File: src/rtl/mem_port_arbiter_if.sv
// Purpose: bundle of the fetch, data/AMO and line-RAM signals around mem_port_arbiter.
// Signal suffixes (_i/_o) are named from the arbiter's point of view.
//   ins_*  : instruction-fetch request/grant/response
//   dat_*  : data/AMO request (we, lock, wdata, wmask)/grant/response
//   mem_*  : single-port 128-bit line RAM strobe/command/ack/read data
//   lock_* : lock status and forced-release pulse
// Modports: slave = arbiter side, master = environment (core + RAM) side.
interface mem_port_arbiter_if #(
    parameter int unsigned ADDR_W = 8
);
    logic              ins_req_i;
    logic [31:0]       ins_addr_i;
    logic              ins_gnt_o;
    logic              ins_rvalid_o;
    logic [127:0]      ins_rdata_o;

    logic              dat_req_i;
    logic              dat_we_i;
    logic              dat_lock_i;
    logic [31:0]       dat_addr_i;
    logic [127:0]      dat_wdata_i;
    logic [15:0]       dat_wmask_i;
    logic              dat_gnt_o;
    logic              dat_rvalid_o;
    logic [127:0]      dat_rdata_o;

    logic              mem_req_o;
    logic              mem_we_o;
    logic [ADDR_W-1:0] mem_addr_o;
    logic [127:0]      mem_wdata_o;
    logic [15:0]       mem_wmask_o;
    logic              mem_ack_i;
    logic [127:0]      mem_rdata_i;

    logic              lock_active_o;
    logic              lock_timeout_o;

    modport slave (
        input  ins_req_i, ins_addr_i,
        output ins_gnt_o, ins_rvalid_o, ins_rdata_o,
        input  dat_req_i, dat_we_i, dat_lock_i, dat_addr_i, dat_wdata_i, dat_wmask_i,
        output dat_gnt_o, dat_rvalid_o, dat_rdata_o,
        output mem_req_o, mem_we_o, mem_addr_o, mem_wdata_o, mem_wmask_o,
        input  mem_ack_i, mem_rdata_i,
        output lock_active_o, lock_timeout_o
    );

    modport master (
        output ins_req_i, ins_addr_i,
        input  ins_gnt_o, ins_rvalid_o, ins_rdata_o,
        output dat_req_i, dat_we_i, dat_lock_i, dat_addr_i, dat_wdata_i, dat_wmask_i,
        input  dat_gnt_o, dat_rvalid_o, dat_rdata_o,
        input  mem_req_o, mem_we_o, mem_addr_o, mem_wdata_o, mem_wmask_o,
        output mem_ack_i, mem_rdata_i,
        input  lock_active_o, lock_timeout_o
    );
endinterface

File: src/rtl/mem_port_arbiter.sv
// Purpose: arbitrates the instruction-fetch and data/AMO ports onto one line RAM,
// one transaction outstanding, data-favoured with bounded fetch starvation, and a
// bus lock that keeps AMO / LR-SC accesses back-to-back.
// Ports:
//   CLK  : clock, rising edge
//   RST  : synchronous active-high reset
//   bus  : mem_port_arbiter_if.slave (fetch port, data port, RAM port, lock status)
// Grants (ins_gnt_o/dat_gnt_o) are combinational; every other output is a flop.
module mem_port_arbiter #(
    parameter int unsigned ADDR_W       = 8,
    parameter int unsigned MAX_D_STREAK = 4,
    parameter int unsigned LOCK_TIMEOUT = 16
) (
    input  logic                 CLK,
    input  logic                 RST,
    mem_port_arbiter_if.slave    bus
);
    localparam int unsigned LINE_W   = 128;
    localparam int unsigned MASK_W   = 16;
    localparam int unsigned STREAK_W = $clog2(MAX_D_STREAK + 1);
    localparam int unsigned TMO_W    = $clog2(LOCK_TIMEOUT + 1);

    typedef enum logic [1:0] {
        S_IDLE   = 2'd0,
        S_ISSUE  = 2'd1,
        S_WAIT   = 2'd2,
        S_LOCKED = 2'd3
    } state_e;

    typedef enum logic {
        OWN_INS = 1'b0,
        OWN_DAT = 1'b1
    } owner_e;

    state_e              state_q, state_d;
    owner_e              owner_q, owner_d;
    logic                we_q, we_d;
    logic [ADDR_W-1:0]   addr_q, addr_d;
    logic [LINE_W-1:0]   wdata_q, wdata_d;
    logic [MASK_W-1:0]   wmask_q, wmask_d;
    logic                lock_q, lock_d;
    logic [STREAK_W-1:0] streak_q, streak_d;
    logic [TMO_W-1:0]    tmo_q, tmo_d;
    logic                mem_req_q, mem_req_d;
    logic                ins_rvalid_q, ins_rvalid_d;
    logic [LINE_W-1:0]   ins_rdata_q, ins_rdata_d;
    logic                dat_rvalid_q, dat_rvalid_d;
    logic [LINE_W-1:0]   dat_rdata_q, dat_rdata_d;
    logic                lock_active_q, lock_active_d;
    logic                lock_timeout_q, lock_timeout_d;
    logic                ins_gnt_c, dat_gnt_c;

    // Byte-offset and upper address bits never reach the RAM.
    logic unused_addr_bits;
    assign unused_addr_bits = ^{bus.ins_addr_i[31:ADDR_W+4], bus.ins_addr_i[3:0],
                                bus.dat_addr_i[31:ADDR_W+4], bus.dat_addr_i[3:0]};

    // Next-state, arbitration and command capture.
    always_comb begin
        state_d        = state_q;
        owner_d        = owner_q;
        we_d           = we_q;
        addr_d         = addr_q;
        wdata_d        = wdata_q;
        wmask_d        = wmask_q;
        lock_d         = lock_q;
        streak_d       = streak_q;
        tmo_d          = tmo_q;
        ins_rvalid_d   = 1'b0;
        ins_rdata_d    = '0;
        dat_rvalid_d   = 1'b0;
        dat_rdata_d    = '0;
        lock_timeout_d = 1'b0;
        ins_gnt_c      = 1'b0;
        dat_gnt_c      = 1'b0;

        unique case (state_q)
            S_IDLE: begin
                // Data wins unless the fetch port has waited out a full streak.
                if (bus.dat_req_i &&
                    !(bus.ins_req_i && streak_q == STREAK_W'(MAX_D_STREAK))) begin
                    dat_gnt_c = 1'b1;
                end else if (bus.ins_req_i) begin
                    ins_gnt_c = 1'b1;
                end
            end
            S_ISSUE: begin
                state_d = S_WAIT;
            end
            S_WAIT: begin
                if (bus.mem_ack_i) begin
                    if (owner_q == OWN_DAT) begin
                        dat_rvalid_d = 1'b1;
                        dat_rdata_d  = we_q ? '0 : bus.mem_rdata_i;
                    end else begin
                        ins_rvalid_d = 1'b1;
                        ins_rdata_d  = bus.mem_rdata_i;
                    end
                    if (lock_q) begin
                        state_d = S_LOCKED;
                        tmo_d   = '0;
                    end else begin
                        state_d = S_IDLE;
                    end
                end
            end
            S_LOCKED: begin
                // Forced release takes priority over a data request in the same cycle.
                if (tmo_q == TMO_W'(LOCK_TIMEOUT)) begin
                    state_d = S_IDLE;
                    tmo_d   = '0;
                end else if (bus.dat_req_i) begin
                    dat_gnt_c = 1'b1;
                end else begin
                    tmo_d          = tmo_q + TMO_W'(1);
                    lock_timeout_d = (tmo_q == TMO_W'(LOCK_TIMEOUT - 1));
                end
            end
            default: state_d = S_IDLE;
        endcase

        if (dat_gnt_c) begin
            state_d  = S_ISSUE;
            owner_d  = OWN_DAT;
            we_d     = bus.dat_we_i;
            addr_d   = bus.dat_addr_i[ADDR_W+3:4];
            wdata_d  = bus.dat_wdata_i;
            wmask_d  = bus.dat_wmask_i;
            lock_d   = bus.dat_lock_i;
            tmo_d    = '0;
            if (!bus.ins_req_i) begin
                streak_d = '0;
            end else if (streak_q != STREAK_W'(MAX_D_STREAK)) begin
                streak_d = streak_q + STREAK_W'(1);
            end
        end

        if (ins_gnt_c) begin
            state_d  = S_ISSUE;
            owner_d  = OWN_INS;
            we_d     = 1'b0;
            addr_d   = bus.ins_addr_i[ADDR_W+3:4];
            wdata_d  = '0;
            wmask_d  = '0;
            lock_d   = 1'b0;
            streak_d = '0;
        end

        // Strobe and lock flag are decoded from the next state so they leave a flop.
        mem_req_d     = (state_d == S_ISSUE);
        lock_active_d = (state_d == S_LOCKED);
    end

    // State and output registers.
    always_ff @(posedge CLK) begin
        if (RST) begin
            state_q        <= S_IDLE;
            owner_q        <= OWN_INS;
            we_q           <= 1'b0;
            addr_q         <= '0;
            wdata_q        <= '0;
            wmask_q        <= '0;
            lock_q         <= 1'b0;
            streak_q       <= '0;
            tmo_q          <= '0;
            mem_req_q      <= 1'b0;
            ins_rvalid_q   <= 1'b0;
            ins_rdata_q    <= '0;
            dat_rvalid_q   <= 1'b0;
            dat_rdata_q    <= '0;
            lock_active_q  <= 1'b0;
            lock_timeout_q <= 1'b0;
        end else begin
            state_q        <= state_d;
            owner_q        <= owner_d;
            we_q           <= we_d;
            addr_q         <= addr_d;
            wdata_q        <= wdata_d;
            wmask_q        <= wmask_d;
            lock_q         <= lock_d;
            streak_q       <= streak_d;
            tmo_q          <= tmo_d;
            mem_req_q      <= mem_req_d;
            ins_rvalid_q   <= ins_rvalid_d;
            ins_rdata_q    <= ins_rdata_d;
            dat_rvalid_q   <= dat_rvalid_d;
            dat_rdata_q    <= dat_rdata_d;
            lock_active_q  <= lock_active_d;
            lock_timeout_q <= lock_timeout_d;
        end
    end

    assign bus.ins_gnt_o      = ins_gnt_c;
    assign bus.dat_gnt_o      = dat_gnt_c;
    assign bus.ins_rvalid_o   = ins_rvalid_q;
    assign bus.ins_rdata_o    = ins_rdata_q;
    assign bus.dat_rvalid_o   = dat_rvalid_q;
    assign bus.dat_rdata_o    = dat_rdata_q;
    assign bus.mem_req_o      = mem_req_q;
    assign bus.mem_we_o       = we_q;
    assign bus.mem_addr_o     = addr_q;
    assign bus.mem_wdata_o    = wdata_q;
    assign bus.mem_wmask_o    = wmask_q;
    assign bus.lock_active_o  = lock_active_q;
    assign bus.lock_timeout_o = lock_timeout_q;
endmodule

File: src/flat_wrapper.sv
// flat-port wrapper written by rule: the top's interface ports become plain ports
module mem_port_arbiter_flat 
#(
    parameter int unsigned ADDR_W       = 8,
    parameter int unsigned MAX_D_STREAK = 4,
    parameter int unsigned LOCK_TIMEOUT = 16
)
  (CLK, RST, bus_ins_req_i, bus_ins_addr_i, bus_ins_gnt_o, bus_ins_rvalid_o, bus_ins_rdata_o, bus_dat_req_i, bus_dat_we_i, bus_dat_lock_i, bus_dat_addr_i, bus_dat_wdata_i, bus_dat_wmask_i, bus_dat_gnt_o, bus_dat_rvalid_o, bus_dat_rdata_o, bus_mem_req_o, bus_mem_we_o, bus_mem_addr_o, bus_mem_wdata_o, bus_mem_wmask_o, bus_mem_ack_i, bus_mem_rdata_i, bus_lock_active_o, bus_lock_timeout_o);
  mem_port_arbiter_if #(.ADDR_W(ADDR_W)) bus_i ();
  input  logic CLK;
  input  logic RST;
  input wire logic [$bits(bus_i.ins_req_i)-1:0] bus_ins_req_i;
  input wire logic [$bits(bus_i.ins_addr_i)-1:0] bus_ins_addr_i;
  output wire logic [$bits(bus_i.ins_gnt_o)-1:0] bus_ins_gnt_o;
  output wire logic [$bits(bus_i.ins_rvalid_o)-1:0] bus_ins_rvalid_o;
  output wire logic [$bits(bus_i.ins_rdata_o)-1:0] bus_ins_rdata_o;
  input wire logic [$bits(bus_i.dat_req_i)-1:0] bus_dat_req_i;
  input wire logic [$bits(bus_i.dat_we_i)-1:0] bus_dat_we_i;
  input wire logic [$bits(bus_i.dat_lock_i)-1:0] bus_dat_lock_i;
  input wire logic [$bits(bus_i.dat_addr_i)-1:0] bus_dat_addr_i;
  input wire logic [$bits(bus_i.dat_wdata_i)-1:0] bus_dat_wdata_i;
  input wire logic [$bits(bus_i.dat_wmask_i)-1:0] bus_dat_wmask_i;
  output wire logic [$bits(bus_i.dat_gnt_o)-1:0] bus_dat_gnt_o;
  output wire logic [$bits(bus_i.dat_rvalid_o)-1:0] bus_dat_rvalid_o;
  output wire logic [$bits(bus_i.dat_rdata_o)-1:0] bus_dat_rdata_o;
  output wire logic [$bits(bus_i.mem_req_o)-1:0] bus_mem_req_o;
  output wire logic [$bits(bus_i.mem_we_o)-1:0] bus_mem_we_o;
  output wire logic [$bits(bus_i.mem_addr_o)-1:0] bus_mem_addr_o;
  output wire logic [$bits(bus_i.mem_wdata_o)-1:0] bus_mem_wdata_o;
  output wire logic [$bits(bus_i.mem_wmask_o)-1:0] bus_mem_wmask_o;
  input wire logic [$bits(bus_i.mem_ack_i)-1:0] bus_mem_ack_i;
  input wire logic [$bits(bus_i.mem_rdata_i)-1:0] bus_mem_rdata_i;
  output wire logic [$bits(bus_i.lock_active_o)-1:0] bus_lock_active_o;
  output wire logic [$bits(bus_i.lock_timeout_o)-1:0] bus_lock_timeout_o;
  assign bus_i.ins_req_i = bus_ins_req_i;
  assign bus_i.ins_addr_i = bus_ins_addr_i;
  assign bus_ins_gnt_o = bus_i.ins_gnt_o;
  assign bus_ins_rvalid_o = bus_i.ins_rvalid_o;
  assign bus_ins_rdata_o = bus_i.ins_rdata_o;
  assign bus_i.dat_req_i = bus_dat_req_i;
  assign bus_i.dat_we_i = bus_dat_we_i;
  assign bus_i.dat_lock_i = bus_dat_lock_i;
  assign bus_i.dat_addr_i = bus_dat_addr_i;
  assign bus_i.dat_wdata_i = bus_dat_wdata_i;
  assign bus_i.dat_wmask_i = bus_dat_wmask_i;
  assign bus_dat_gnt_o = bus_i.dat_gnt_o;
  assign bus_dat_rvalid_o = bus_i.dat_rvalid_o;
  assign bus_dat_rdata_o = bus_i.dat_rdata_o;
  assign bus_mem_req_o = bus_i.mem_req_o;
  assign bus_mem_we_o = bus_i.mem_we_o;
  assign bus_mem_addr_o = bus_i.mem_addr_o;
  assign bus_mem_wdata_o = bus_i.mem_wdata_o;
  assign bus_mem_wmask_o = bus_i.mem_wmask_o;
  assign bus_i.mem_ack_i = bus_mem_ack_i;
  assign bus_i.mem_rdata_i = bus_mem_rdata_i;
  assign bus_lock_active_o = bus_i.lock_active_o;
  assign bus_lock_timeout_o = bus_i.lock_timeout_o;
  mem_port_arbiter #(.ADDR_W(ADDR_W), .MAX_D_STREAK(MAX_D_STREAK), .LOCK_TIMEOUT(LOCK_TIMEOUT)) u_core (.CLK(CLK), .RST(RST), .bus(bus_i));
endmodule
File: config.mk
export PLATFORM = sky130hd
export DESIGN_NAME = mem_port_arbiter_flat
export DESIGN_NICKNAME = d
export VERILOG_FILES = /design/src/rtl/mem_port_arbiter_if.sv /design/src/rtl/mem_port_arbiter.sv /design/src/flat_wrapper.sv
export SDC_FILE = /design/constraint.sdc
export NUM_CORES = 1
export LEC_CHECK = 0
export BUFFER_PORTS_ARGS = -buffer_cell sky130_fd_sc_hd__clkbuf_2
export CORE_AREA = 2 2 293 295
export DETAILED_ROUTE_END_ITERATION = 16
export DIE_AREA = 0 0 295 297
export PLACE_DENSITY = 0.34
export SKIP_CTS_REPAIR_TIMING = 1
export SYNTH_ARGS = -nofsm -noshare
export SYNTH_HDL_FRONTEND = slang
export SYNTH_SLANG_ARGS = --single-unit
File: constraint.sdc
create_clock -name CLK -period 2.9 [get_ports CLK]
set_clock_uncertainty 0.2 [all_clocks]
set_input_delay 0 -clock CLK [delete_from_list [all_inputs] [get_ports CLK]]
set_output_delay 0 -clock CLK [all_outputs]
set_load 0.1 [all_outputs]
=== Word-level counts from Yosys, hierarchy flattened ===
Index checks and enable logic that the tools add are counted.

* Reduce and logical (&&, ||, !) cells: 14
* Divide/modulo/power cells: 0
* Multiply operators: 0
* $lt $le $gt $ge: 0
* Mux-type cells: 24
* Shifts and indexed selects: 0
* Bitwise operators: 4
* Add/sub/neg operators: 2
* Equality and inequality tests: 13

{| class="wikitable"
|+ Operators with widths
! kind !! count
|-
| two-way mux 5 bit || 4
|-
| two-way mux 8 bit || 2
|-
| two-way mux 2 bit || 5
|-
| case mux 5 bit (2 select lines) || 1
|-
| two-way mux 1 bit || 8
|-
| OR reduction 4 bit || 2
|-
| equality test 2 bit (second input constant) || 3
|-
| two-way mux 3 bit || 2
|-
| case mux 2 bit (3 select lines) || 1
|-
| adder 5 x 1 -> 5 bit (second input constant) || 1
|-
| equality test 5 x 4 -> 1 bit (second input constant) || 1
|-
| equality test 5 bit (second input constant) || 1
|-
| OR reduction 5 bit || 1
|-
| equality test 2 x 1 -> 1 bit (second input constant) || 2
|-
| inequality test 2 x 1 -> 1 bit (second input constant) || 2
|-
| inverter 1 bit || 4
|-
| AND reduction 4 bit || 1
|-
| nonzero test 2 bit || 2
|-
| OR reduction 2 bit || 2
|-
| adder 3 x 1 -> 3 bit (second input constant) || 1
|-
| equality test 3 bit (second input constant) || 1
|-
| inequality test 3 x 2 -> 1 bit (second input constant) || 1
|-
| inequality test 3 bit (second input constant) || 1
|-
| OR reduction 3 bit || 1
|-
| 6 further kinds || 7
|}

* Flip-flop bits (word level): 426
* Bits in latches: 0
* Input port bits: 343
* Memories: 0
* Word-level logic and storage cells: 73
* ROM bits: 0
* Output and inout bits: 416
* Memory bits (writable): 0

=== Longest topological paths before layout ===
Gate-level depths: netlist of the first run.

* Word-level depth: 9
* Gate-level depth with buffers: 9
* Mapped depth without buffers: 7

=== Worst setup path after synthesis of the first run ===
No wires, ideal clock.

* Path type: register to register
* Start point: reg u_core.streak_q[0]
* End point: reg u_core.wdata_q[100] (netlist: u_core.bus.mem_wdata_o[100])
* Setup time: 0.120 ns
* Period minus slack after synthesis: 3.341 ns
* Path buffers: 3
* Setup slack: -0.441 ns
* Cell stages (with the launch flop): 10
* Arrival time: 3.022 ns
* Data required time: 2.580 ns
* Path through: dfxtp_1 inv_1 ha_1 nand2_1 a21oi_1 or2_2 buf_2 buf_2 buf_2 a21oi_1

* Longest elaborated chain between the ends: 7
* Elaborated cells between the ends (all ways): 9
* Classes of those cells: eq/ne (1); mux (4); reduce/logical (4)

{| class="wikitable"
|+ RTL lines
! element !! line !! source
|-
| from (decl) || mem_port_arbiter.sv:42 || <nowiki>logic [STREAK_W-1:0] streak_q, streak_d;</nowiki>
|-
| from (signal assigned) || mem_port_arbiter.sv:181 || <nowiki>streak_q <= streak_d;</nowiki>
|-
| equality test 3 bit || mem_port_arbiter.sv:81 || <nowiki>!(bus.ins_req_i && streak_q == STREAK_W'(MAX_D_STREAK))) begin</nowiki>
|-
| logical AND 1 bit || mem_port_arbiter.sv:81 ||
|-
| logical NOT 1 bit || mem_port_arbiter.sv:81 ||
|-
| logical AND 1 bit || mem_port_arbiter.sv:80 || <nowiki>if (bus.dat_req_i &&</nowiki>
|-
| two-way mux 1 bit || mem_port_arbiter.sv:80 ||
|-
| two-way mux 1 bit || mem_port_arbiter.sv:77 || <nowiki>unique case (state_q)</nowiki>
|-
| via bus_ins_gnt_o || flat_wrapper.sv:14 || <nowiki>output wire logic [$bits(bus_i.ins_gnt_o)-1:0] bus_ins_gnt_o;</nowiki>
|-
| OR reduction 2 bit (no line) || -- ||
|-
| to (signal assigned) || mem_port_arbiter.sv:178 || <nowiki>wdata_q <= wdata_d;</nowiki>
|-
| to (decl) || mem_port_arbiter.sv:39 || <nowiki>logic [LINE_W-1:0] wdata_q, wdata_d;</nowiki>
|}

The timed path passes the listed nets, and every way through them passes these cells.
A chain may end at the register's enable or synchronous reset.

=== Worst setup path in the final report of the first run ===
* Start point: reg u_core.state_q[0]
* End point: out bus_dat_gnt_o

* Longest elaborated chain between the ends: 2
* Elaborated cells between the ends (all ways): 3
* Classes of those cells: eq/ne (1); mux (1); reduce/logical (1)

{| class="wikitable"
|+ RTL lines
! element !! line !! source
|-
| from (decl) || mem_port_arbiter.sv:35 || <nowiki>state_e state_q, state_d;</nowiki>
|-
| from (signal assigned) || mem_port_arbiter.sv:174 || <nowiki>state_q <= state_d;</nowiki>
|-
| equality test 2 bit / logical NOT 2 bit (equally long branches) || mem_port_arbiter.sv:77 ||
|-
| case mux 1 bit (2 select lines) * || mem_port_arbiter.sv:77 ||
|-
| to (decl) || flat_wrapper.sv:23 || <nowiki>output wire logic [$bits(bus_i.dat_gnt_o)-1:0] bus_dat_gnt_o;</nowiki>
|}

Mark *: on every way between the ends. The rest lies on a longest branch, timed or not.

==> flow_metrics.tcl, run 1 <==
set metrics [dict create \
    outcome "complete, but fails checks" \
    violations "hold timing" \
    crit_type "register to output pin" \
    place.gp.congestion 0.7739 \
    slowest_delay_ps 350 \
    final_util_pct 29.08 \
    p_seq_share_pct 34.7 \
    mostFrequentLayoutCells "clkbuf_2, dlygate4sd3_1, dfxtp_1" \
    drv_slew 0 \
    syn2layout_area_growth_pct 87.63 \
    nets 2844 \
    final_common_cell "clkbuf_2" \
    final.period_utilization_pct 92.81 \
    grt_util_all_layers_pct 11.05 \
    layout_setup_ws_ps 208.5 \
    setup_viol 0 \
    cp_top_family "buffers and inverters" \
    wire_per_inst_um 14.72 \
    wl_um 54070 \
    worstHoldPathCells 4 \
    tightestPinTransition_ps 1077 \
    drv_cap 0 \
    ys_types 39 \
    synth_ff_type "dfxtp_1" \
    period_minus_slack_ps 2691 \
    cp_num_buf_inv 4 \
    core_area_um2 84480 \
    min_path_type "primary input to register" \
    postRouteAntennaNets 0 \
    critPathLaunchType "register" \
    place_inst 3094 \
    critPathRequiredTime_ps 2700 \
    grt_max_degree 130 \
    maxSlewHeadroom_pct 26.37 \
    n_fill_cell 9057 \
    drt_pass1_iterations 4 \
    hold_end "u_core.bus.mem_wdata_o[86]$_SDFFE_PP0P_" \
    cts.path.max_buffers 3 \
    root_buffer "clkbuf_16" \
    syn_nets 1658 \
    slowest_stage "dfxtp_1" \
    grt.overflow.total 0 \
    drc 0 \
    crit_path_start "u_core.state_q[0]$_SDFF_PP0_" \
    layout-drive-gt1-share_pct 32.34 \
    switchingPower_mw 7.324 \
    preCtsSetupSlack_ps 495.3 \
    cts_htree_levels 2 \
    whs_ps -25.60 \
    ios 759 \
    viasPerCell 3.575 \
    fin_cells 3674 \
    max_freq_mhz 371.5 \
    die-area_um2 87620 \
    setup.worst_path.end_class "output pin" \
    cts_tree "done" \
    die_y_um 297 \
    synthCells 1306 \
    cp_max_fo 36 \
    vias 13134 \
    ys_seq_area_share_pct 65.14 \
    cts_buffers 51 \
    combPwrFrac_pct 31.1 \
    synth_area_um2 13090 \
    yosys_warnings 0 \
    leakagePower_nw 11.08 \
    antenna_found_initial 2 \
    path_cells "inv_1 -> ha_1 -> and3b_1 -> a32oi_4 -> inv_4 -> buf_16 -> buf_12" \
    port_buffers 710 \
    die_w_um 295 \
    clk_latency_ps 590 \
    setup-tns-final_ps 0 \
    switching_share_pct 39.13 \
    grt_pass1_vias 11270 \
    start_util_pct 15.50 \
    peakVddDrop_mv 0.6666 \
    rr_worst_depth 8 \
    yosys_register_bits 426 \
    synth_edf_count 0 \
    drt_iter0_drc 397 \
    grt_pass1_wl_um 72980 \
    ys_async_sr_fraction_pct 0 \
    hold_viol 9 \
    power_frac_clock_pct 34.2 \
    synth_area_per_cell_um2 10.02 \
    dp_hpwl_um 38070 \
    min_from "bus_dat_wdata_i[86]" \
    cts.clk_slew.worst_paths_ps 60 \
    clock_sinks 426 \
    r2r_slack_ps 470 \
    arrival_ps 2490 \
    power.internal_mw 11.39 \
    rr_endpoint "u_core.bus.mem_addr_o[4]$_SDFFE_PP0P_" \
    rows 107 \
    pwr_density_cell_nw_per_um2 761.9 \
    r2r-start "u_core.state_q[0]$_SDFF_PP0_" \
    rsz0062_at_grt "no" \
]
## layout make-up
| type | instances | area [um2] | area share [%] |
|---|---|---|---|
| Timing Repair Buffer | 1215 | 8731 | 35.54 |
| Sequential cell | 426 | 8528 | 34.72 |
| Multi-Input combinational cell | 788 | 4161 | 16.94 |
| Clock buffer | 74 | 1503 | 6.117 |
| Tap cell | 1144 | 1431 | 5.827 |
| Clock inverter | 16 | 168.9 | 0.6876 |
| Inverter | 10 | 40.04 | 0.1630 |
| Antenna cell | 1 | 2.502 | 0.01019 |
## kinds of logic after synthesis
kind of cell    share of synthesized area [%]
simple gates                            22.78
flops                                   65.14
compound gates                          7.139
buf+inv                                 3.306
mux                                    0.7741
fa+ha+maj                              0.8601
## synthesized netlist by cell type, types with 3 or more instances
cell / instances / area [um2]
o2bb2ai_1: 8 / 70.07
dfxtp_1: 426 / 8528
a21oi_1: 154 / 770.7
and2_1: 256 / 1602
ha_1: 9 / 112.6
nor2_1: 7 / 26.28
clkbuf_1: 37 / 138.9
nor3_1: 3 / 15.01
nand4_1: 3 / 18.77
nor2b_1: 4 / 25.02
buf_2: 31 / 155.2
inv_1: 9 / 33.78
buf_4: 13 / 97.59
and3_1: 3 / 18.77
nand2_1: 302 / 1134
mux2i_1: 9 / 90.09
nand3_1: 3 / 15.01
nand2b_1: 3 / 18.77
## state kept, by name (all words and copies together) (netlist names), 2 cells and up
register / count
u_core.bus.dat_rdata_o: 128
u_core.bus.ins_rdata_o: 128
u_core.streak_q: 3
u_core.bus.mem_wmask_o: 16
u_core.tmo_q: 5
u_core.bus.mem_addr_o: 8
u_core.bus.mem_wdata_o: 128
u_core.state_q: 2
## power groups by stage
stage / clock, mW / sequential, mW / combinational, mW
after CTS: 6.67 / 6.49 / 5.28
after global placement: 0 / 6.60 / 5.27
after floorplan: 0 / 9.49 / 1.28
after global routing: 6.88 / 6.54 / 6.14
final: 6.40 / 6.49 / 5.83
after detailed placement: 0 / 6.62 / 5.28
## stage by stage
step                      power (mW)  cell area, um2
after floorplan                10.77           13100
after global placement         11.87           17970
after detailed placement       11.90           17970
after CTS                      18.45           19650
after global routing           19.55           24570
final                          18.72           24570
## worst min-delay path: cells and delay by family
kind / cells / cell delay, ps
buffers and inverters: 2 / 630
AND/OR/NAND/NOR: 1 / 50
AO/OA/AOI/OAI: 1 / 50
## worst max path at each step
| stage | end | slack [ps] | depth (start not counted) |
|---|---|---|---|
| CTS | bus_dat_gnt_o | 90 | 7 |
| floorplan | u_core.bus.mem_wdata_o[100]$_SDFFE_PP0P_ | 260 | 9 |
| global route | bus_dat_gnt_o | 50 | 7 |
| detailed placement | u_core.bus.mem_wmask_o[6]$_SDFFE_PP0P_ | 500 | 8 |
| global placement | u_core.bus.dat_rdata_o[115]$_SDFF_PP0_ | 540 | 8 |
| finish | bus_dat_gnt_o | 210 | 7 |
## per-layer routing
| layer | GRT usage, % | vias to the layer above | wire, um |
|---|---|---|---|
| met5 | 0 | - | 13 |
| met4 | 3.802 | 2 | 1292 |
| met3 | 3.123 | 98 | 3394 |
| met2 | 20.78 | 377 | 28810 |
| met1 | 11.61 | 6141 | 20560 |
| li1 | - | 6516 | - |
No activity file was read; power rests on OpenSTA's default activity.
==> run 2, diff against run 1 <==
Settings changed: CELL_PAD_IN_SITES_DETAIL_PLACEMENT set to 1, CELL_PAD_IN_SITES_GLOBAL_PLACEMENT set to 2, CORE_AREA 2 2 293 295 to 2 2 299 301, DIE_AREA 0 0 295 297 to 0 0 301 303, PLACE_DENSITY 0.34 to 0.51.
==> run 2 against run 1 <==
Routed wire length increased by 11%. Non-clock buffer count increased by 31. Global-route usage up 0.44 points. Clock power grew 8.3%. Sequential share of layout area shrank 0.68 points. Die area increased by 4.1%. Sequential power about the same. Critical path depth grew 1. Fmax increased by 0.15%. The flow still finishes with violations (hold timing). Largest cell class unchanged. Worst setup slack better by 4.0 ps.
==> flow_metrics.tcl, run 2 (synthesis results as in run 1) <==
set metrics [dict create \
    outcome "complete, but fails checks" \
    violations "hold timing" \
    max_freq_mhz 372.1 \
    nets 2877 \
    wire_per_inst_um 16.13 \
    critPathRequiredTime_ps 3190 \
    drc 0 \
    drt_pass1_iterations 4 \
    root_buffer "clkbuf_16" \
    port_buffers 710 \
    ios 759 \
    grt_pass1_wl_um 78820 \
    pwr_density_cell_nw_per_um2 772.5 \
    wl_um 60230 \
    tightestPinTransition_ps 696.8 \
    setup.worst_path.end_class "register" \
    hold_viol 9 \
    grt_pass1_vias 12184 \
    antenna_found_initial 5 \
    viasPerCell 3.627 \
    clock_sinks 426 \
    place_inst 3124 \
    layout_setup_ws_ps 212.5 \
    whs_ps -38.96 \
    mostFrequentLayoutCells "clkbuf_2, dlygate4sd3_1, dfxtp_1" \
    cts.clk_slew.worst_paths_ps 60 \
    die-area_um2 91200 \
    n_fill_cell 10300 \
    postRouteAntennaNets 0 \
    rsz0062_at_grt "no" \
    place.gp.congestion 0.7619 \
    die_y_um 303 \
    preCtsSetupSlack_ps 426.5 \
    drv_slew 0 \
    fin_cells 3735 \
    crit_type "register to register" \
    clk_latency_ps 600 \
    leakagePower_nw 11.29 \
    min_path_type "primary input to register" \
    vias 13547 \
    start_util_pct 14.88 \
    peakVddDrop_mv 0.4440 \
    syn2layout_area_growth_pct 91.41 \
    grt_util_all_layers_pct 11.49 \
    arrival_ps 2980 \
    layout-drive-gt1-share_pct 32.49 \
    final_util_pct 28.49 \
    die_w_um 301 \
    cts.path.max_buffers 3 \
    core_area_um2 87970 \
    period_minus_slack_ps 2688 \
    rows 109 \
    final.period_utilization_pct 92.67 \
    setup_viol 0 \
    cp_max_fo 43 \
    grt_max_degree 95 \
    critPathLaunchType "register" \
    cts_buffers 53 \
    maxSlewHeadroom_pct 53.75 \
    final_common_cell "clkbuf_2" \
    cts_htree_levels 2 \
    grt.overflow.total 0 \
    drv_cap 0 \
    drt_iter0_drc 399 \
    dp_hpwl_um 43130 \
    cts_tree "done" \
]
## run 2: critical path: stages (launching register included)
cell and delay, ps:
dfxtp_1 390, inv_1 90, ha_1 300, and3b_1 200, a32oi_4 370, inv_6 260, nand2_1 140, a21oi_1 60
dlygate4sd3_1 550
## run 2: final timing paths
kind / start / cells past startpoint / slack, ps / endpoint
setup / recovery: u_core.state_q[1]$_SDFF_PP0_ / 8 / 210 / u_core.bus.mem_wdata_o[0]$_SDFFE_PP0P_
hold / removal: bus_mem_rdata_i[88] / 3 / -40 / u_core.bus.dat_rdata_o[88]$_SDFF_PP0_
setup reg to reg: u_core.state_q[1]$_SDFF_PP0_ / 8 / 210 / u_core.bus.mem_wdata_o[0]$_SDFFE_PP0P_
hold reg to reg: u_core.bus.mem_wdata_o[61]$_SDFFE_PP0P_ / 2 / 250 / u_core.bus.mem_wdata_o[61]$_SDFFE_PP0P_
## run 2: routing by layer
metal | global-route usage, % | share of wire, %
met1 | 12.26 | 37
met2 | 20.93 | 53
met3 | 4.146 | 7.3
met4 | 3.814 | 2.3
met5 | 0 | 0.045
## run 2: stage by stage
| step | setup TNS (ps) | power (mW) | instance area (um2) |
|---|---|---|---|
| finish | 0 | 19.36 | 25060 |
| global route | 0 | 20.26 | 25060 |
| CTS | -79.39 | 19.16 | 19940 |
| detailed placement | 0 | 12.06 | 18100 |
| global placement | 0 | 12.00 | 18100 |
| floorplan | 0 | 10.77 | 13100 |
## run 2: final cells by class
| cell class | instances | area [um2] | area share, % |
|---|---|---|---|
| diodes | 3 | 7.507 | 0.02996 |
| clock buffers | 74 | 1535 | 6.126 |
| clock inverters | 23 | 301.5 | 1.203 |
| inverters | 10 | 42.54 | 0.1698 |
| multi-input cells | 788 | 4164 | 16.62 |
| flip-flops and latches | 426 | 8528 | 34.03 |
| well taps | 1165 | 1458 | 5.817 |
| repair buffers | 1246 | 9024 | 36.01 |
## run 2: where the power goes
part | internal [mW] | switching [mW]
Sequential | 6.28 | 0.209
Clock | 4.17 | 2.76
Combinational | 1.39 | 4.55
Total | 11.8 | 7.52
